### src/rtl/mul_div_unit.sv
// Iterative RV32M multiply/divide unit: shift-add multiply, restoring divide, fixed 33-cycle latency.
// The result, destination index and write strobe drive the register bank write port.
module mul_div_unit #(
    parameter int unsigned XLEN = 32
) (
    input  logic            clk,
    input  logic            reset_MD,
    input  logic            start,
    input  logic [2:0]      funct3,
    input  logic [XLEN-1:0] op_a,
    input  logic [XLEN-1:0] op_b,
    input  logic [4:0]      rd_in,
    output logic            busy,
    output logic            done,
    output logic [XLEN-1:0] result,
    output logic [4:0]      rd_out,
    output logic            we_out
);

    typedef enum logic [1:0] {StIdle, StCalc, StDone} state_e;

    state_e state_q, state_d;

    logic [2:0]        op_q;
    logic [4:0]        rd_q;
    logic [XLEN-1:0]   mag_a_q;   // multiplier (shifts right) or dividend/quotient (shifts left)
    logic [XLEN-1:0]   mag_b_q;   // multiplicand or divisor
    logic [2*XLEN-1:0] acc_q;
    logic [XLEN-1:0]   rem_q;
    logic [5:0]        cnt_q;
    logic              neg_q;
    logic              neg_rem_q;
    logic              div0_q;
    logic [XLEN-1:0]   result_q;

    logic            a_signed, b_signed, sign_a, sign_b, accept, last_iter;
    logic [XLEN-1:0] abs_a, abs_b;

    always_comb begin
        a_signed = (funct3 == 3'b001) || (funct3 == 3'b010) ||
                   (funct3 == 3'b100) || (funct3 == 3'b110);
        b_signed = (funct3 == 3'b001) || (funct3 == 3'b100) || (funct3 == 3'b110);
        sign_a   = a_signed && op_a[XLEN-1];
        sign_b   = b_signed && op_b[XLEN-1];
        abs_a    = sign_a ? -op_a : op_a;
        abs_b    = sign_b ? -op_b : op_b;
        accept   = (state_q == StIdle) && start;
        last_iter = (state_q == StCalc) && (cnt_q == 6'(XLEN - 1));
    end

    always_comb begin
        state_d = state_q;
        unique case (state_q)
            StIdle: if (start) state_d = StCalc;
            StCalc: if (last_iter) state_d = StDone;
            StDone: state_d = StIdle;
            default: state_d = StIdle;
        endcase
    end

    always_ff @(posedge clk or posedge reset_MD) begin
        if (reset_MD) state_q <= StIdle;
        else          state_q <= state_d;
    end

    // One iteration of either algorithm, plus the final sign/special-case fix-up.
    logic [XLEN:0]     mul_sum, shifted;
    logic [XLEN-1:0]   diff, rem_n, mag_a_n, quo, rem_s;
    logic [2*XLEN-1:0] acc_n, prod;
    logic              fits;
    logic [XLEN-1:0]   final_res;

    always_comb begin
        mul_sum = {1'b0, acc_q[2*XLEN-1:XLEN]} + {1'b0, (mag_a_q[0] ? mag_b_q : '0)};
        acc_n   = (2*XLEN)'({mul_sum, acc_q[XLEN-1:0]} >> 1);
        shifted = {rem_q, mag_a_q[XLEN-1]};
        fits    = shifted >= {1'b0, mag_b_q};
        diff    = XLEN'(shifted - {1'b0, mag_b_q});
        rem_n   = fits ? diff : shifted[XLEN-1:0];
        mag_a_n = op_q[2] ? {mag_a_q[XLEN-2:0], fits} : (mag_a_q >> 1);

        prod  = neg_q ? -acc_n : acc_n;
        quo   = neg_q ? -mag_a_n : mag_a_n;
        rem_s = neg_rem_q ? -rem_n : rem_n;
        final_res = '0;
        unique case (op_q)
            3'b000:                 final_res = prod[XLEN-1:0];
            3'b001, 3'b010, 3'b011: final_res = prod[2*XLEN-1:XLEN];
            3'b100, 3'b101:         final_res = div0_q ? '1 : quo;
            3'b110, 3'b111:         final_res = rem_s;
            default:                final_res = '0;
        endcase
    end

    always_ff @(posedge clk or posedge reset_MD) begin
        if (reset_MD) begin
            op_q      <= '0;
            rd_q      <= '0;
            mag_a_q   <= '0;
            mag_b_q   <= '0;
            acc_q     <= '0;
            rem_q     <= '0;
            cnt_q     <= '0;
            neg_q     <= 1'b0;
            neg_rem_q <= 1'b0;
            div0_q    <= 1'b0;
            result_q  <= '0;
        end else if (accept) begin
            op_q      <= funct3;
            rd_q      <= rd_in;
            mag_a_q   <= abs_a;
            mag_b_q   <= abs_b;
            acc_q     <= '0;
            rem_q     <= '0;
            cnt_q     <= '0;
            neg_q     <= sign_a ^ sign_b;
            neg_rem_q <= sign_a;
            div0_q    <= (op_b == '0);
        end else if (state_q == StCalc) begin
            mag_a_q <= mag_a_n;
            acc_q   <= acc_n;
            rem_q   <= rem_n;
            cnt_q   <= cnt_q + 6'd1;
            if (last_iter) result_q <= final_res;
        end
    end

    always_comb begin
        busy   = (state_q != StIdle);
        done   = (state_q == StDone);
        result = result_q;
        rd_out = rd_q;
        we_out = done && (rd_q != 5'd0);
    end

endmodule

### config.mk
export PLATFORM = sky130hd
export DESIGN_NAME = mul_div_unit
export DESIGN_NICKNAME = d
export VERILOG_FILES = /design/src/rtl/mul_div_unit.sv
export SDC_FILE = /design/constraint.sdc
export NUM_CORES = 1
export LEC_CHECK = 0
export ABC_CLOCK_PERIOD_IN_PS = 12400
export CORE_MARGIN = 1.5
export CORE_UTILIZATION = 35
export DETAILED_ROUTE_END_ITERATION = 10
export GPL_TIMING_DRIVEN = 0
export HOLD_SLACK_MARGIN = 0.15
export SETUP_SLACK_MARGIN = 0.02
export SLEW_MARGIN = 20
export SYNTH_ARGS = -nofsm -noshare
export SYNTH_HDL_FRONTEND = slang
export SYNTH_SLANG_ARGS = --single-unit
### constraint.sdc
create_clock -name clk -period 12.4 [get_ports clk]
set_clock_uncertainty 0.1 [all_clocks]
set_input_delay 2.48 -clock clk [delete_from_list [all_inputs] [get_ports clk]]
set_output_delay 2.48 -clock clk [all_outputs]
set_load 0.02 [all_outputs]
==> results.md, run 1 <==
* Final Max Slew Viols at 0
* Share of cells above drive strength 1 at 0.0442
* Most frequent cells in the layout: nand2_1, o21ai_0, dfrtp_1
* Hold Crit Depth at 2
* Syn Nets at 2567
* Non-filler cells in the finished layout at 3270
* Final GP Congestion at 1.00
* Crit path depth at 23
* Initial core utilization at 0.355
* Commonest non-fill, non-tap cell in the layout: nand2_1
* Synth Area in Compound Gates at 0.268
* Mean Syn Cell Area at 7.75 µm²
* Slew @ Worst Pin at 1.11 ns
* First-iteration detailed-routing DRC count at 1847
* Sequential power share at 0.187
* Initial antenna violation count at 3
* Initial DRT Pass Iterations at 11
* Setup Fix Bufs, Post-CTS at 0
* XOR/XNOR Fraction of Synth Area at 0.0994
* Final period util at 0.579
* Post-Syn Area at 18700 µm²
* Seq/Total Area, Yosys at 0.280
* Mux cell area share after synthesis at 0.0350
* Post-DRT Antenna Nets at 0
* # resized after CTS at 0
* Ports at 115
* Pre-CTS setup slack at 5.33 ns
* Synth Area in Simple Gates at 0.223
* Worst path max stage delay at 0.78 ns
* Port buffer count at 114
* Die area at 55000 µm²
* NetSw at 3810 µW
* R2R cell count at 23
* Critical path's slowest cell: a21oi_1
* Die height at 234 µm
* Comb pwr share at 0.696
* PnR worst setup slack at 5.22 ns
* CTS max path bufs at 3
* Clock slew at reported path FFs at 0.07 ns
* Violated checks: design-rule violations
* Synth-to-layout area growth at 15.8%
* Hold Buf Count CTS at 0
* Width of the die at 234 µm
* Ys async rst share at 1.00
* Worst Path Buf+Inv at 4
* Cell Rows at 84
* PD cells at 313 nW/µm²
* Final min period at 7.18 ns
* RSZ-0062 raised after global routing: no
* Final wirelength at 80.7 mm
* Critical path cell sequence: inv_1 -> ha_1 -> buf_2 -> a21oi_1 -> o21ai_1 -> a21oi_1 -> nand3_1 -> a21oi_1 -> clkbuf_1 -> buf_1 -> nor2_1 -> a21oi_1 -> ha_1 -> nand2_1 -> or4_1 -> nand3b_1 -> o21ai_1 -> nand2_1 -> xnor2_1 -> o21ai_0 -> nand3_1 -> a211oi_1 -> o22ai_1
* EDFF count, synth at 0
* CP Capture Type: register
* Predominant post-synthesis flop cell: dfrtp_1
* Drt drc at 1
* Vias per cell at 6.06
* First-pass GRT wire length at 120 mm
* Leakage at 0.00840 µW
* Number of diodes at 0
* Main combinational cell family by area after synthesis: compound AO/OA/AOI/OAI gates
* Critical path type: reg -> reg
* CORE AREA at 52800 µm²
* Routed WL per cell at 24.7 µm
* CTS tree: yes
* Vias at 19800
* Post-Layout Inst Area at 21700 µm²
* MaxCap Viol Count at 0
* Sw frac at 0.560
* Fin Setup TNS at 0 ns
* Class of the worst hold path: reg -> reg
* Synth cell types at 97
* Final Setup Violations at 0
* Int Power at 3000 µW
* Largest net degree at the start of global routing at 90
* Relative slew margins at 0.261
* Critical Path AT at 7.51 ns
* Vias in the first global route at 18800
* Root buffer cell: clkbuf_16
* Cell mode on critical path: a21oi_1
* Total congestion overflow at 0
* Clock latency at the later pin of the worst-skew pair at 0.56 ns
* Clock group share of total power at 0.118
* Fillers at 5510
* Gate Count Post-Synth at 2419
* Max VDD drop at 0.000138 V
* Crit path max fanout at 10
* Yosys reg bits at 210
* CTS sink cnt at 210
* Dpl cell area at 20800 µm²
* H-tree depth at 1
* CP delay by family, top: compound AO/OA/AOI/OAI gates
* Adder-Cell Fraction of Synth Area at 0.0495
* Status: complete, but fails checks
* Worst path required time at 12.73 ns
* Max Clk Rate at 139 MHz
* Post-DP HPWL at 65.3 mm
* Fin nets at 2711
* Startpoint types: register
* Placed Cells at 3223
* CTS Buf Count at 26
* Ys Warns at 0
* Total track usage at 0.290
* Final Hold Vio Count at 0
-- routing by layer --
metal	wire (µm)	track usage	vias to the layer above
met5	0	0	-
met4	3910	0.127	0
met3	5040	0.0319	162
met2	36400	0.467	801
met1	35400	0.391	9721
li1	-	-	9119
-- sequential cells by signal, summed over array words and instances, names as in the netlist --
name / count
div0_q: 1
state_q: 2
cnt_q: 6
mag_b_q: 32
result: 32
neg_rem_q: 1
mag_a_q: 32
rd_out: 5
neg_q: 1
op_q: 3
acc_q: 63
rem_q: 32
-- worst register-to-register path: stages, from the launching register on --
cell	delay (ns)
dfrtp_1	0.42
inv_1	0.13
ha_1	0.31
buf_2	0.17
a21oi_1	0.30
o21ai_1	0.20
a21oi_1	0.24
nand3_1	0.27
a21oi_1	0.78
clkbuf_1	0.49
buf_1	0.55
nor2_1	0.19
a21oi_1	0.29
ha_1	0.23
nand2_1	0.11
or4_1	0.61
nand3b_1	0.26
o21ai_1	0.30
nand2_1	0.11
xnor2_1	0.14
o21ai_0	0.21
nand3_1	0.16
a211oi_1	0.37
o22ai_1	0.12
-- layout make-up --
cell class | count | area [µm²] | share of cell area
Multi-Input combinational cell | 1997 | 12700 | 0.584
Sequential cell | 210 | 5260 | 0.242
Buffer | 151 | 598 | 0.0275
Inverter | 61 | 236 | 0.0109
Timing Repair Buffer | 116 | 1200 | 0.0551
Clock inverter | 9 | 104 | 0.00478
Tap cell | 688 | 861 | 0.0396
Clock buffer | 38 | 787 | 0.0362
-- per-stage QoR --
step	hold slack [ns]	total power (µW)	util
floorplan	0.339	4310	-
global placement	0.355	5820	0.393
detailed placement	0.364	5870	0.395
CTS	0.378	6710	0.411
global route	0.398	7250	0.412
finish	0.373	6800	0.412
-- worst paths after layout --
kind	startpoint	endpoint	slack, ns
setup / recovery	mag_b_q[6]$_DFFE_PP0P_	result[30]$_DFFE_PP0P_	5.22
hold / removal	result[12]$_DFFE_PP0P_	result[12]$_DFFE_PP0P_	0.37
setup reg to reg	mag_b_q[6]$_DFFE_PP0P_	result[30]$_DFFE_PP0P_	5.22
hold reg to reg	result[12]$_DFFE_PP0P_	result[12]$_DFFE_PP0P_	0.37
max in group asynchronous	reset_MD	rem_q[1]$_DFFE_PP0P_	9.18
min in group asynchronous	reset_MD	acc_q[53]$_DFFE_PP0P_	2.24
-- logic make-up after synthesis --
kind of cell	Yosys count
xor+xnor	212
flops	210
simple gates	857
fa+ha+maj	73
buf+inv	212
mux	65
compound gates	790
-- power groups by stage --
stage | Combinational (µW) | Sequential, µW | Clock [µW]
2_1_floorplan | 3160 | 1150 | 0
3_3_place_gp | 4560 | 1260 | 0
3_5_place_dp | 4610 | 1270 | 0
4_1_cts | 4640 | 1260 | 812
5_1_grt | 5120 | 1300 | 838
6_report | 4730 | 1270 | 800
-- synth_stat cells (8+ instances only) --
master	instances	area (µm²)
nand2_1	346	1300
o21ai_0	292	1460
dfrtp_1	210	5260
nor2_1	138	518
a21oi_1	134	671
clkbuf_1	126	473
xnor2_1	117	1020
xor2_1	94	823
nand3_1	92	460
ha_1	71	888
inv_1	60	225
mux2i_1	60	601
o31ai_1	53	398
o211ai_1	52	390
and2_1	47	294
nor3_1	46	230
a211oi_1	27	203
nand4_1	27	169
a31oi_1	23	144
nand2b_1	23	144
a21o_1	22	165
or3_1	22	138
o41ai_1	19	166
or4_1	17	128
buf_2	16	80.1
o21ai_1	16	80.1
nor4_1	15	93.8
and3_1	13	81.3
o21a_1	12	90.1
o22ai_1	12	75.1
nor3b_1	10	75.1
o221ai_1	10	87.6
a221oi_1	9	78.8
a22o_1	9	78.8
a22oi_1	9	67.6
nand3b_1	8	60.1
nor2b_1	8	50.1
o21bai_1	8	60.1
No activity file was read; power rests on OpenSTA's default activity.
==> inputs of run 2 (changes only) <==
--- a/config.mk
+++ b/config.mk
@@ -5,7 +5,7 @@
 export SDC_FILE = /design/constraint.sdc
 export NUM_CORES = 1
 export LEC_CHECK = 0
-export ABC_CLOCK_PERIOD_IN_PS = 12400
+export ABC_CLOCK_PERIOD_IN_PS = 6900
 export CORE_MARGIN = 1.5
 export CORE_UTILIZATION = 35
 export DETAILED_ROUTE_END_ITERATION = 10
==> constraint.sdc (replaced) <==
create_clock -name clk -period 6.9 [get_ports clk]
set_clock_uncertainty 0.1 [all_clocks]
set_input_delay 1.38 -clock clk [delete_from_list [all_inputs] [get_ports clk]]
set_output_delay 1.38 -clock clk [all_outputs]
set_load 0.02 [all_outputs]
==> results.md, run 2 (same netlist as run 1, synthesis figures left out) <==
* Status: completed
* Reg with most FFs: acc_q
* Clock latency at the later pin of the worst-skew pair at 0.57 ns
* Final Max Slew Viols at 0
* Final Hold Vio Count at 0
* Post-DP HPWL at 65.8 mm
* Critical Path AT at 6.89 ns
* Initial DRT Pass Iterations at 8
* Clock slew at reported path FFs at 0.06 ns
* Startpoint types: register
* H-tree depth at 1
* CTS sink cnt at 210
* GR Util met3 at 0.0331
* Root buffer cell: clkbuf_16
* Non-filler cells in the finished layout at 3271
* Worst path required time at 7.25 ns
* Commonest non-fill, non-tap cell in the layout: nand2_1
* Crit path depth at 22
* Dpl cell area at 20900 µm²
* Most used routing layer: met2
* Critical path type: reg -> reg
* Hold_ws at 0.375 ns
* PD cells at 564 nW/µm²
* Width of the die at 234 µm
* Vias per cell at 6.02
* Hold Buf Count CTS at 0
* Worst Path Buf+Inv at 6
* Die area at 55000 µm²
* GR met2 Demand/Resource at 0.475
* Crit path max fanout at 10
* Fin nets at 2715
* Largest register FFs at 63
* Final period util at 0.947
* R2R cell count at 22
* Met1 usage at 0.391
* Share of cells above drive strength 1 at 0.0484
* Largest net degree at the start of global routing at 32
* Cell Rows at 84
* Critical path cell sequence: inv_1 -> ha_1 -> clkbuf_1 -> nand4_1 -> nor3_2 -> o211ai_1 -> and3_1 -> buf_2 -> o21ai_2 -> buf_2 -> buf_2 -> clkbuf_4 -> mux2i_1 -> ha_1 -> nand2_1 -> a2111o_1 -> o31ai_2 -> nand3_1 -> o41ai_1 -> xnor2_1 -> nor2_1 -> o22a_1
* Hold EP: cnt_q[5]$_DFFE_PP0P_
* Fillers at 5518
* Port buffer count at 114
* CTS Buf Count at 26
* Most frequent cells in the layout: nand2_1, o21ai_0, dfrtp_1
* First-pass GRT wire length at 120 mm
* Slew @ Worst Pin at 1.12 ns
* R2R setup slack at 0.37 ns
* Critical path's slowest cell: o41ai_1
* RSZ-0062 raised after global routing: no
* CP delay by family, top: compound AO/OA/AOI/OAI gates
* R2R Path End: result[24]$_DFFE_PP0P_
* Fin Setup TNS at 0 ns
* Setup Fix Bufs, Post-CTS at 0
* Routed WL per cell at 24.8 µm
* Vias in the first global route at 18600
* Initial antenna violation count at 2
* Post-DRT Antenna Nets at 0
* Post-Layout Inst Area at 21800 µm²
* Leakage at 0.00843 µW
* CTS tree: yes
* First-iteration detailed-routing DRC count at 1796
* Drt drc at 0
* MaxCap Viol Count at 0
* Total design power at 12300 µW
* CTS max path bufs at 3
* Final wirelength at 81.0 mm
* Final min period at 6.53 ns
* Class of the worst hold path: reg -> reg
* CORE AREA at 52800 µm²
* CP Capture Type: register
* Number of diodes at 0
* Total congestion overflow at 0
* Final GP Congestion at 1.00
* Hold Crit Depth at 1
* Placed Cells at 3228
* Worst path max stage delay at 0.49 ns
* HP Start: cnt_q[5]$_DFFE_PP0P_
* Max Clk Rate at 153 MHz
* Total track usage at 0.290
* Final Setup Violations at 0
* Ports at 115
* Relative slew margins at 0.252
* FF-to-FF Start: mag_b_q[13]$_DFFE_PP0P_
* Synth-to-layout area growth at 16.2%
* Max VDD drop at 0.000237 V
* Initial core utilization at 0.355
* Vias at 19700
* Die height at 234 µm
* Cell mode on critical path: buf_2
==> run 2: cell types whose count changed in the layout (fill, tap and decap cells not counted), moves of 2 or more <==
| cell | change |
|---|---|
| buf_12 | +7 |
| clkbuf_1 | -4 |
| clkbuf_8 | -3 |
| buf_16 | -2 |
==> run 2: worst max path at each step <==
stage / startpoint / slack, ns / end
after floorplan: rem_q[5]$_DFFE_PP0P_ / 1.75 / result[28]$_DFFE_PP0P_
after global placement: mag_b_q[1]$_DFFE_PP0P_ / -0.20 / result[30]$_DFFE_PP0P_
after detailed placement: mag_b_q[4]$_DFFE_PP0P_ / -0.26 / result[30]$_DFFE_PP0P_
after CTS: mag_b_q[14]$_DFFE_PP0P_ / 0.13 / result[24]$_DFFE_PP0P_
after global routing: mag_b_q[13]$_DFFE_PP0P_ / 0.05 / result[24]$_DFFE_PP0P_
final: mag_b_q[13]$_DFFE_PP0P_ / 0.37 / result[24]$_DFFE_PP0P_
==> run 2: power by group <==
part	internal (µW)	switching [µW]
registers	1710	573
clock network	825	589
logic	2830	5770
total	5370	6930
==> run 2: layer usage <==
metal,part of all wire,routed length [µm]
met4,0.041,3330
met5,0,0
met1,0.44,35300
met2,0.46,37100
met3,0.065,5270
==> run 2: stage by stage <==
step	util	worst slack [ns]
2_1_floorplan	-	1.75
3_3_place_gp	0.393	-0.199
3_5_place_dp	0.396	-0.261
4_1_cts	0.413	0.131
5_1_grt	0.413	0.0457
6_report	0.413	0.368
==> run 2: repair_timing <==
item / in CTS / in global routing
cloned: 0 / 0
pin swaps: 0 / 0
resized for setup: 2 / 8
endpoints found under the setup margin: 2 / 9
==> run 2: area by class of cell <==
cell class	instances	area, µm²	share of cell area
plain buffers	150	599	0.0275
clock buffers	33	738	0.0339
clock inverters	11	118	0.00540
inverters	61	233	0.0107
multi-input cells	1997	12700	0.583
flip-flops and latches	210	5260	0.241
well taps	688	861	0.0395
repair buffers	121	1280	0.0588
